File: config.mk
export PLATFORM = sky130hd
export DESIGN_NAME = telemetry_tx_seq
export DESIGN_NICKNAME = d
export VERILOG_FILES = /design/src/rtl/telemetry_tx_seq.sv
export SDC_FILE = /design/constraint.sdc
export NUM_CORES = 1
export LEC_CHECK = 0
export BUFFER_PORTS_ARGS = -buffer_cell sky130_fd_sc_hd__buf_2
export CAP_MARGIN = 20
export CORE_UTILIZATION = 60
export CTS_BUF_LIST = sky130_fd_sc_hd__clkbuf_8
export CTS_CLUSTER_SIZE = 14
export DETAILED_ROUTE_END_ITERATION = 8
export PLACE_DENSITY = 0.91
export SETUP_SLACK_MARGIN = 0.02
export SKIP_LAST_GASP = 1
export SYNTH_ARGS = -nofsm -noshare
export SYNTH_HDL_FRONTEND = slang
export SYNTH_SLANG_ARGS = --single-unit
File: constraint.sdc
create_clock -name clk -period 7.5 [get_ports clk]
set_input_delay 1.5 -clock clk [delete_from_list [all_inputs] [get_ports clk]]
set_output_delay 1.5 -clock clk [all_outputs]
set_load 0.05 [all_outputs]
File: src/rtl/telemetry_tx_seq.sv
// Frames a telemetry snapshot as HDR0,HDR1,payload(MSB first),~sum for a byte UART; one trmt per byte.
// Request->trmt 2 cycles, tx_done edge->next trmt 2 cycles; waits on tx_done rising edge, drops excess requests.
module telemetry_tx_seq #(
  parameter int          NUM_BYTES = 6,
  parameter int          PERIOD    = 50000,
  parameter logic [7:0]  HDR0      = 8'hAA,
  parameter logic [7:0]  HDR1      = 8'h55
) (
  input  logic                   clk,
  input  logic                   rst_n,
  input  logic                   en,
  input  logic                   force_send,
  input  logic [8*NUM_BYTES-1:0] data_in,
  input  logic                   tx_done,
  output logic                   trmt,
  output logic [7:0]             tx_data,
  output logic                   busy,
  output logic                   frame_done,
  output logic                   frame_drop
);

  localparam int              CW   = (PERIOD > 2) ? $clog2(PERIOD) : 1;
  localparam int              IW   = 5;
  localparam logic [IW-1:0]   LAST = IW'(NUM_BYTES + 2);
  localparam logic [CW-1:0]   WRAP = CW'(PERIOD - 1);

  typedef enum logic [1:0] {IDLE, SEND, WAIT, FIN} state_t;

  state_t                 state;
  state_t                 state_next;
  logic [CW-1:0]          period_cnt;
  logic                   pending;
  logic [IW-1:0]          byte_idx;
  logic [7:0]             csum;
  logic [8*NUM_BYTES-1:0] snap;
  logic                   tx_done_q;

  logic                   tick;
  logic                   req;
  logic                   accept;
  logic                   done_evt;
  logic [IW-1:0]          pay_pos;
  logic [8*NUM_BYTES-1:0] pay_shift;
  logic [7:0]             cur_byte;
  logic                   is_payload;

  assign tick     = en && (period_cnt == WRAP);
  assign req      = tick || force_send;
  assign accept   = (state == IDLE) && pending;
  // tx_done is a sticky level in the UART, so only its rising edge means "byte finished".
  assign done_evt = tx_done && !tx_done_q;

  // Payload index 2 maps to the most-significant byte of the snapshot.
  assign pay_pos    = LAST - byte_idx - IW'(1);
  assign pay_shift  = snap >> {pay_pos, 3'b000};
  assign is_payload = (byte_idx >= IW'(2)) && (byte_idx < LAST);

  always_comb begin
    cur_byte = pay_shift[7:0];
    if (byte_idx == IW'(0)) begin
      cur_byte = HDR0;
    end else if (byte_idx == IW'(1)) begin
      cur_byte = HDR1;
    end else if (byte_idx == LAST) begin
      cur_byte = ~csum;
    end
  end

  always_comb begin
    state_next = state;
    case (state)
      IDLE: if (pending) state_next = SEND;
      SEND: state_next = WAIT;
      WAIT: begin
        if (done_evt) begin
          state_next = (byte_idx == LAST) ? FIN : SEND;
        end
      end
      FIN:     state_next = IDLE;
      default: state_next = IDLE;
    endcase
  end

  always_ff @(posedge clk) begin
    if (!rst_n) begin
      state      <= IDLE;
      period_cnt <= '0;
      pending    <= 1'b0;
      byte_idx   <= '0;
      csum       <= 8'h00;
      snap       <= '0;
      tx_done_q  <= 1'b0;
      trmt       <= 1'b0;
      tx_data    <= 8'h00;
      busy       <= 1'b0;
      frame_done <= 1'b0;
      frame_drop <= 1'b0;
    end else begin
      state      <= state_next;
      tx_done_q  <= tx_done;
      trmt       <= (state == SEND);
      busy       <= (state_next != IDLE);
      frame_done <= (state_next == FIN);

      if (!en || tick) begin
        period_cnt <= '0;
      end else begin
        period_cnt <= period_cnt + CW'(1);
      end

      // A simultaneous tick and force_send is a single request; a request landing on
      // the same edge that IDLE consumes the pending one is kept, not dropped.
      frame_drop <= req && pending && !accept;
      if (req) begin
        pending <= 1'b1;
      end else if (accept) begin
        pending <= 1'b0;
      end

      if (accept) begin
        snap     <= data_in;
        byte_idx <= '0;
        csum     <= 8'h00;
      end

      if (state == SEND) begin
        tx_data <= cur_byte;
        if (is_payload) begin
          csum <= csum + cur_byte;
        end
      end

      if ((state == WAIT) && done_evt && (byte_idx != LAST)) begin
        byte_idx <= byte_idx + IW'(1);
      end
    end
  end

endmodule

# Word-level counts from Yosys, hierarchy flattened
# Index checks and enable logic that the tools add are counted.
# W data, S select, Z words.
[op_classes]
n_mux = 14
eq_ne = 8
order_cmp = 2
n_bitwise = 2
addsub = 5
n_shift = 1
reduce_logical = 19
[op_table]
columns = ["operator", "n"]
rows = [
  ["$mux W8", 6],
  ["$shr A48 B8 Y8", 1],
  ["$add A16 B1 Y16 const B", 1],
  ["$eq A16 B16 Y1 const B", 1],
  ["$mux W5", 2],
  ["$add A8 B8 Y8", 1],
  ["$logic_and A1 B1 Y1", 8],
  ["$not A8 Y8", 1],
  ["$pmux W2 S4", 1],
  ["$eq A2 B2 Y1 const B", 3],
  ["$mux W2", 3],
  ["$reduce_bool A2 Y1", 3],
  ["$add A5 B1 Y5 const B", 1],
  ["$eq A5 B1 Y1 const B", 1],
  ["$eq A5 B4 Y1 const B", 1],
  ["$ge A5 B2 Y1 const B", 1],
  ["$logic_not A5 Y1", 1],
  ["$lt A5 B4 Y1 const B", 1],
  ["$ne A5 B4 Y1 const B", 1],
  ["$sub A4 B5 Y5 const A", 1],
  ["$sub A5 B1 Y5 const B", 1],
  ["$logic_not A1 Y1", 3],
  ["$eq A2 B1 Y1 const B", 1],
  ["$logic_not A2 Y1", 1],
  ["other kinds (4)", 6],
]
[word_totals]
word_cells = 63
register_bits = 93
input_bits = 53

# Longest topological paths before layout
# Gate-level depths: netlist of the first run.
[depth]
ltp_word = 9
ltp_mapped = 16

# Worst setup path after synthesis of the first run
# No wires, ideal clock.
[synth_timing]
path_kind = "register to register"
from = "register byte_idx[1]"
to = "register csum[6]"
setup_ns = 0.115
setup_slack_ns = 4.329
arrival_time_ns = 3.056
synth_period_minus_slack_ns = 3.171
stages_incl_launch_ff = 17
path_cell_list = "dfxtp_1 -> clkbuf_1 -> inv_1 -> ha_1 -> or4b_1 -> clkbuf_1 -> o21ai_1 -> a21oi_1 -> nor2_1 -> ha_1 -> fa_1 -> a21o_1 -> a21oi_1 -> o21bai_1 -> a21oi_1 -> mux2i_1 -> nand2_1"
[synth_via]
elab_chain_cells = 9
[synth_lines]
columns = ["item", "line", "source"]
rows = [
  ["start, declared", "33", "logic [IW-1:0] byte_idx;"],
  ["start signal, assigned", "134", "byte_idx <= byte_idx + IW'(1);"],
  ["$sub A4 B5 Y5", "54", "assign pay_pos = LAST - byte_idx - IW'(1);"],
  ["$sub A5 B1 Y5", "54", ""],
  ["$shr A48 B8 Y8", "55", "assign pay_shift = snap >> {pay_pos, 3'b000};"],
  ["$mux W8", "64", "end else if (byte_idx == LAST) begin"],
  ["$mux W8", "62", "end else if (byte_idx == IW'(1)) begin"],
  ["$mux W8 *", "60", "if (byte_idx == IW'(0)) begin"],
  ["via cur_byte[0]", "44", "logic [7:0] cur_byte;"],
  ["$add A8 B8 Y8 *", "129", "csum <= csum + cur_byte;"],
  ["$mux W8 *", "128", "if (is_payload) begin"],
  ["$mux W8 *", "126", "if (state == SEND) begin"],
  ["end signal, assigned", "129", ""],
  ["end, declared", "34", "logic [7:0] csum;"],
]
# Mark *: on every way through the listed nets, which the timed path passes. The rest lies on a longest branch.
# A chain may end at the register's enable or synchronous reset.

# Final worst setup path of the first run
[layout_timing]
from = "register byte_idx[0]"
to = "register csum[6]"
# The elaborated chain is that of the path after synthesis.

==> results of run 1 <==
==> flip-flops by register name (all words and copies together) (netlist names) <==
register,cells
frame_done,1
tx_done_q,1
pending,1
byte_idx,5
tx_data,8
trmt,1
csum,8
state,2
frame_drop,1
snap,48
period_cnt,16
busy,1
==> final timing paths <==
check | from | end | slack (ns) | cells after the start
worst max register to register | byte_idx[0]$_SDFFE_PN0P_ | csum[6]$_SDFF_PN0_ | 3.61 | 12
worst max-delay path | byte_idx[0]$_SDFFE_PN0P_ | csum[6]$_SDFF_PN0_ | 3.61 | 12
worst min register to register | snap[43]$_SDFFE_PN0P_ | snap[43]$_SDFFE_PN0P_ | 0.46 | 2
worst min-delay path | snap[43]$_SDFFE_PN0P_ | snap[43]$_SDFFE_PN0P_ | 0.46 | 2
==> per-stage QoR <==
stage	cells	hold slack (ns)	total power [uW]	utilization [%]
2_1_floorplan	535	0.4132	604.1	-
3_3_place_gp	665	0.4256	632.3	68.05
4_1_cts	681	0.4587	949.3	70.77
5_1_grt	681	0.4750	985.0	70.77
3_5_place_dp	665	0.4453	636.7	68.05
6_report	681	0.4588	946.7	70.77
==> report_power, final <==
group	leakage [uW]	internal [uW]	switching, uW
Sequential	0.000757	515	13.8
Clock	0.0000943	128	191
Combinational	0.00110	35.9	62.4
==> area by class of cell <==
class                   count  share of cell area, %
well taps                  96                  2.444
repair buffers             67                  6.976
flip-flops and latches     93                  37.88
inverters                  12                 0.9165
clock buffers               9                  2.520
multi-input cells         397                  47.94
clock inverters             7                  1.324
==> cell families after synthesis <==
kind of cell | synth area share [%]
and+or+nand+nor | 22.83
AOI/OAI and AO/OA | 15.49
DFF | 42.20
buffers and inverters | 4.396
muxes | 7.119
adders and majority gates | 4.991
xor gates and xnor gates | 2.978
==> cells in the mapped netlist, types with 4 or more instances <==
cell type  number  area, um^2
clkbuf_1       21       78.83
o21ai_1         5       25.02
and3_1          7       43.79
buf_1           4       15.01
or3_1           4       25.02
a21oi_1        73       365.4
nor3_1          7       35.03
inv_1          12       45.04
ha_1           16       200.2
o31ai_1         4       30.03
nand2_1       116       435.4
nand4_1         4       25.02
o21ai_0        15       75.07
nor2_1         45       168.9
xnor2_1         8       70.07
nand3_1        17       85.08
a31oi_1         6       37.54
buf_2           5       25.02
dfxtp_1        93        1862
mux4_1          6       157.7
mux2i_1        10       100.1
xor2_1          7       61.31
==> critical path: cells and delay by family, from the launching register on <==
family                     cells  cell delay (ns)
AOI/OAI and AO/OA              4             0.71
adders and majority gates      3             0.93
muxes                          1             0.20
DFF                            1             0.65
buffers and inverters          1             0.31
and+or+nand+nor                3             0.97
==> placed cells by master (no fill, tap or decap), types with 8 or more instances in the layout <==
| master | n |
|---|---|
| dfxtp_1 | 93 |
| o21ai_0 | 15 |
| ha_1 | 16 |
| xnor2_1 | 8 |
| inv_1 | 11 |
| nand3_1 | 17 |
| mux2i_1 | 10 |
| clkbuf_8 | 9 |
| buf_2 | 64 |
| a21oi_1 | 73 |
| nor2_1 | 45 |
| nand2_1 | 116 |
==> per-layer routing <==
layer / part of all wire, % / GRT usage, % / up-vias / routed length (um)
met3: 4.4 / 5.278 / 33 / 449
met1: 43 / 35.30 / 1850 / 4341
li1: - / - / 1930 / -
met4: 3.0 / 13.11 / 0 / 308
met5: 0 / 0 / - / 0
met2: 50 / 46.37 / 133 / 5038
==> flow_summary.json, run 1 <==
{
  "cts_tree": "built",
  "syn-num-nets": 605,
  "ys_seq_area_share_pct": 42.20,
  "root_buffer": "clkbuf_8",
  "max_freq_mhz": 257.3,
  "syn_inst": 535,
  "synth_cell_types": 53,
  "crit_chain": "inv_1 -> ha_1 -> nor4b_2 -> nor2_1 -> ha_1 -> fa_1 -> a21o_1 -> a21oi_1 -> o21bai_1 -> a21oi_1 -> mux2i_1 -> nand2_1",
  "globalplace.congestion": 0.9120,
  "clock_skew_ns": 0.006524,
  "slew_headroom_pct": 31.11,
  "cts_setup_buffers": 0,
  "grt_pass1_vias": 3636,
  "pre_cts_slack_ns": 3.734,
  "critPathKind": "register to register",
  "regArea_um2": 1862,
  "boundaryPins": 65,
  "dr.pass1.iters": 5,
  "antenna_found_initial": 0,
  "worst_slew_pin_slew_ns": 1.032,
  "layout.nets": 650,
  "pwr_density_cell_nw_per_um2": 192.6,
  "cp_data_arrival_time_ns": 4.15,
  "grt_max_degree": 65,
  "synth.avg_cell_area_um2": 8.246,
  "ys_async_sr_fraction_pct": 0,
  "dieArea_um2": 7700,
  "dpl.hpwl_um": 7058,
  "first_iter_violations": 308,
  "finalCriticalPeriod_ns": 3.887,
  "grt.overflow.total": 0,
  "ys_seq_elements": 93,
  "antenna_left": 0,
  "rsz0062_at_grt": "false",
  "p_leak_uw": 0.001948,
  "synthesis.area_um2": 4412,
  "fillCellCount": 541,
  "end_kind": "register",
  "drcViolationCount": 0,
  "diodes": 0,
  "wl_per_cell_um": 14.89,
  "clockBufferDepth": 2,
  "die_x_um": 87.75,
  "ys.flop_type": "dfxtp_1",
  "initial_utilization_pct": 63.53,
  "cts_hold_buffers": 0,
  "irDropWorstVdd_mv": 0.08855,
  "setup_viol_count_final": 0,
  "cts_buffers": 9,
  "portBuffers": 64,
  "dr_total_vias": 3946,
  "finalWorstSetupSlack_ns": 3.613,
  "fin_crit_sh_pct": 51.83,
  "ys_warn_count": 0,
  "placed_cell_area_um2": 4726,
  "drive_gt1_share_pct": 16.24,
  "grt_usage_pct": 27.98,
  "grt_pass1_wl_um": 16620,
  "fp.dieH_um": 87.75,
  "slew_viol_final": 0,
  "tns_ns": 0,
  "core_area_um2": 6944,
  "crit_required_ns": 7.76,
  "clkTransAtPathRegs_ns": 0.10,
  "crit_path_max_incr_delay_ns": 0.78,
  "num_rows": 30,
  "hold_viol": 0,
  "critPathMaxFanout": 21,
  "area_growth_pct": 11.40,
  "min_path_type": "register to register",
  "maxCapViolCount": 0,
  "vias_per_cell": 5.794,
  "status": "complete, no violations",
  "drt_wl_total_um": 10140,
  "multi_input_area_um2": 2356,
  "startpoint_type": "register",
  "htreeDepth": 3,
  "cts_num_sinks": 93,
  "clkLatencyLatePin_ns": 0.37,
  "final_area_um2": 4915,
  "critPathSlowestCell": "nor4b_2",
  "synth_edf_count": 0,
  "cts.repair.resized": 0
}
Note: power is estimated with default switching activity, not from simulation.
==> inputs of run 2 (changes only) <==
ABC_AREA = 1   (was default)
CORE_UTILIZATION = 53   (was 60)
PLACE_DENSITY = 0.86   (was 0.91)
clock period = 3.4 ns   (was 7.5 ns; I/O delays follow)
==> flow_summary.json, run 2 <==
{
  "fp.dieH_um": 92.86,
  "grt_usage_pct": 25.22,
  "hold_viol": 0,
  "startpoint_type": "register",
  "top_regs": "snap x48, period_cnt x16",
  "synth.avg_cell_area_um2": 7.138,
  "portBuffers": 64,
  "fillCellCount": 719,
  "cts_tree": "built",
  "diodes": 0,
  "drt_wl_total_um": 10190,
  "ys.flop_type": "dfxtp_1",
  "irDropWorstVdd_mv": 0.3157,
  "regMostFlops": "snap",
  "internal_power_uw": 1626,
  "core_area_um2": 7848,
  "rrSetupSlack_ns": 0.35,
  "cts_num_sinks": 93,
  "num_rows": 32,
  "reg2reg_to": "csum[6]$_SDFF_PN0_",
  "synth_edf_count": 0,
  "htreeDepth": 3,
  "boundaryPins": 65,
  "tns_ns": 0,
  "status": "complete, no violations",
  "cts_setup_buffers": 0,
  "grt.overflow.total": 0,
  "first_iter_violations": 308,
  "area_growth_pct": 12.35,
  "clkTransAtPathRegs_ns": 0.09,
  "die_x_um": 92.86,
  "initial_utilization_pct": 55.76,
  "ys_seq_area_share_pct": 42.55,
  "maxCapViolCount": 0,
  "wl_per_cell_um": 13.29,
  "crit_path_max_incr_delay_ns": 0.62,
  "comb_power_share_pct": 13.4,
  "layout.nets": 730,
  "crit_required_ns": 3.65,
  "drive_gt1_share_pct": 14.44,
  "critPathMaxFanout": 15,
  "rsz0062_at_grt": "false",
  "cts.repair.resized": 0,
  "synth_area_leaders": "dfxtp_1, nor2_1, o21ai_0, nand2_1, ha_1",
  "vias_per_cell": 5.477,
  "syn_inst": 613,
  "cp_data_arrival_time_ns": 3.31,
  "clkLatencyLatePin_ns": 0.36,
  "hold_depth": 1,
  "cts_buffers": 9,
  "slew_viol_final": 0,
  "p_switching_uw": 631.4,
  "synth_common_cells": "nor2_1, dfxtp_1, nand2_1",
  "antenna_found_initial": 0,
  "dieArea_um2": 8623,
  "largest_reg_flops": 48,
  "pwr-share-clk_pct": 32.7,
  "end_kind": "register",
  "ys_async_sr_fraction_pct": 0,
  "ys_seq_elements": 93,
  "r2r_start": "byte_idx[2]$_SDFFE_PN0P_",
  "grt_max_degree": 61,
  "critPathSlowestCell": "dfxtp_1",
  "critPathKind": "register to register",
  "crit_chain": "inv_2 -> nor2_2 -> o21ai_0 -> o21ai_1 -> nand2_1 -> o211ai_1 -> nand2_1 -> inv_1 -> ha_1 -> fa_1 -> a21oi_1 -> o21ai_0 -> nand2_1 -> nand2_1 -> nand2_1 -> nand3_1 -> nand2_1 -> o21ai_1 -> inv_1",
  "power.share.switching_pct": 27.98,
  "dpl.hpwl_um": 7281,
  "holdPathEnd": "period_cnt[0]$_SDFF_PP0_",
  "worst_slew_pin_slew_ns": 0.9482,
  "finalCriticalPeriod_ns": 3.055,
  "synth_cell_types": 33,
  "clockBufferDepth": 2,
  "max_freq_mhz": 327.3,
  "dr_total_vias": 4201,
  "cts_hold_buffers": 0,
  "min_path_type": "register to register",
  "clock_skew_ns": 0.009936,
  "dr.pass1.iters": 5,
  "antenna_left": 0,
  "grt_pass1_vias": 3852,
  "final_common_cell": "nor2_1",
  "synthesis.area_um2": 4375,
  "syn-num-nets": 683,
  "root_buffer": "clkbuf_8",
  "fin_crit_sh_pct": 89.85,
  "setup_viol_count_final": 0,
  "rr_worst_depth": 19,
  "fin_util_pct": 62.64,
  "pwr_density_cell_nw_per_um2": 459.1,
  "pwr-share-seq_pct": 53.9,
  "cp_common_cell": "nand2_1",
  "synth_most_common_cell": "nor2_1",
  "hold_start": "period_cnt[0]$_SDFF_PP0_",
  "globalplace.congestion": 0.9095,
  "p_leak_uw": 0.002147,
  "final_cell_mix": "nor2_1, dfxtp_1, nand2_1",
  "slew_headroom_pct": 36.70,
  "synth_top_cell_by_area": "dfxtp_1",
  "synth_top_area_share_pct": 42.55,
  "drcViolationCount": 0,
  "ys_warn_count": 0,
  "grt_pass1_wl_um": 17370
}
[run 2: cell count changes after synthesis, sizes merged, moves of 5 or more]
| cell | before | now |
|---|---|---|
| mux2i | 10 | 0 |
| nor3 | 7 | 12 |
| and3 | 7 | 0 |
| a21oi | 73 | 36 |
| xnor2 | 8 | 3 |
| nor2 | 45 | 136 |
| o21ai | 22 | 98 |
| nand2 | 116 | 80 |
| inv | 12 | 49 |
| mux4 | 7 | 0 |
| o22ai | 1 | 7 |
[run 2: cell type report]
cell class	count	area, um^2	share of cell area [%]
inverter	49	183.9	3.741
sequential	93	1862	37.87
multi-input combinational	440	2198	44.72
clock buffer	10	137.6	2.800
tap	102	127.6	2.596
timing repair buffer	67	342.8	6.974
clock inverter	6	63.81	1.298
[run 2: power groups by stage]
stage	combinational, uW	clock, uW	sequential [uW]
after floorplan	178	0	1260
after global placement	290	0	1240
after detailed placement	299	0	1240
after CTS	302	753	1210
after global routing	342	795	1220
final	303	739	1220
[run 2: per-layer routing]
| layer | share of wire, % | vias up | global-route usage, % |
|---|---|---|---|
| met5 | 0 | - | 0 |
| met4 | 2.0 | 0 | 8.077 |
| met3 | 8.1 | 24 | 6.568 |
| met2 | 46 | 169 | 41.54 |
| met1 | 44 | 1892 | 32.10 |
| li1 | - | 2116 | - |
[run 2: worst max-delay path by stage]
| stage | from | endpoint | slack (ns) | cells past startpoint |
|---|---|---|---|---|
| final | byte_idx[2]$_SDFFE_PN0P_ | csum[6]$_SDFF_PN0_ | 0.35 | 19 |
| after global routing | byte_idx[2]$_SDFFE_PN0P_ | csum[6]$_SDFF_PN0_ | 0.06 | 19 |
| after CTS | byte_idx[2]$_SDFFE_PN0P_ | csum[6]$_SDFF_PN0_ | 0.39 | 19 |
| after detailed placement | byte_idx[2]$_SDFFE_PN0P_ | csum[6]$_SDFF_PN0_ | 0.42 | 19 |
| after global placement | byte_idx[2]$_SDFFE_PN0P_ | csum[6]$_SDFF_PN0_ | 0.59 | 19 |
| after floorplan | byte_idx[1]$_SDFFE_PN0P_ | csum[6]$_SDFF_PN0_ | 0.74 | 17 |
[run 2: stage by stage]
| step | area (um^2) | power [uW] | hold slack, ns | instances | setup WS [ns] |
|---|---|---|---|---|---|
| finish | 4916 | 2257 | 0.4568 | 767 | 0.3450 |
| floorplan | 4375 | 1441 | 0.4175 | 613 | 0.7388 |
| CTS | 4916 | 2269 | 0.4615 | 767 | 0.3920 |
| global placement | 4715 | 1528 | 0.4258 | 751 | 0.5869 |
| global route | 4916 | 2359 | 0.4961 | 767 | 0.06171 |
| detailed placement | 4715 | 1537 | 0.4428 | 751 | 0.4222 |
[run 2: cell families after synthesis]
kind of cell	synth area share (%)
XOR/XNOR	1.601
AND/OR/NAND/NOR	24.02
AO/OA/AOI/OAI	19.45
flip-flops	42.55
adder cells (fa/ha/maj)	5.033
buffers and inverters	7.349
[run 2: critical path, delay by kind of cell, from the launching register on]
kind,cells,cell delay [ns]
simple gates,8,0.80
buf+inv,3,0.30
flops,1,0.62
fa+ha+maj,2,0.40
compound gates,6,0.83
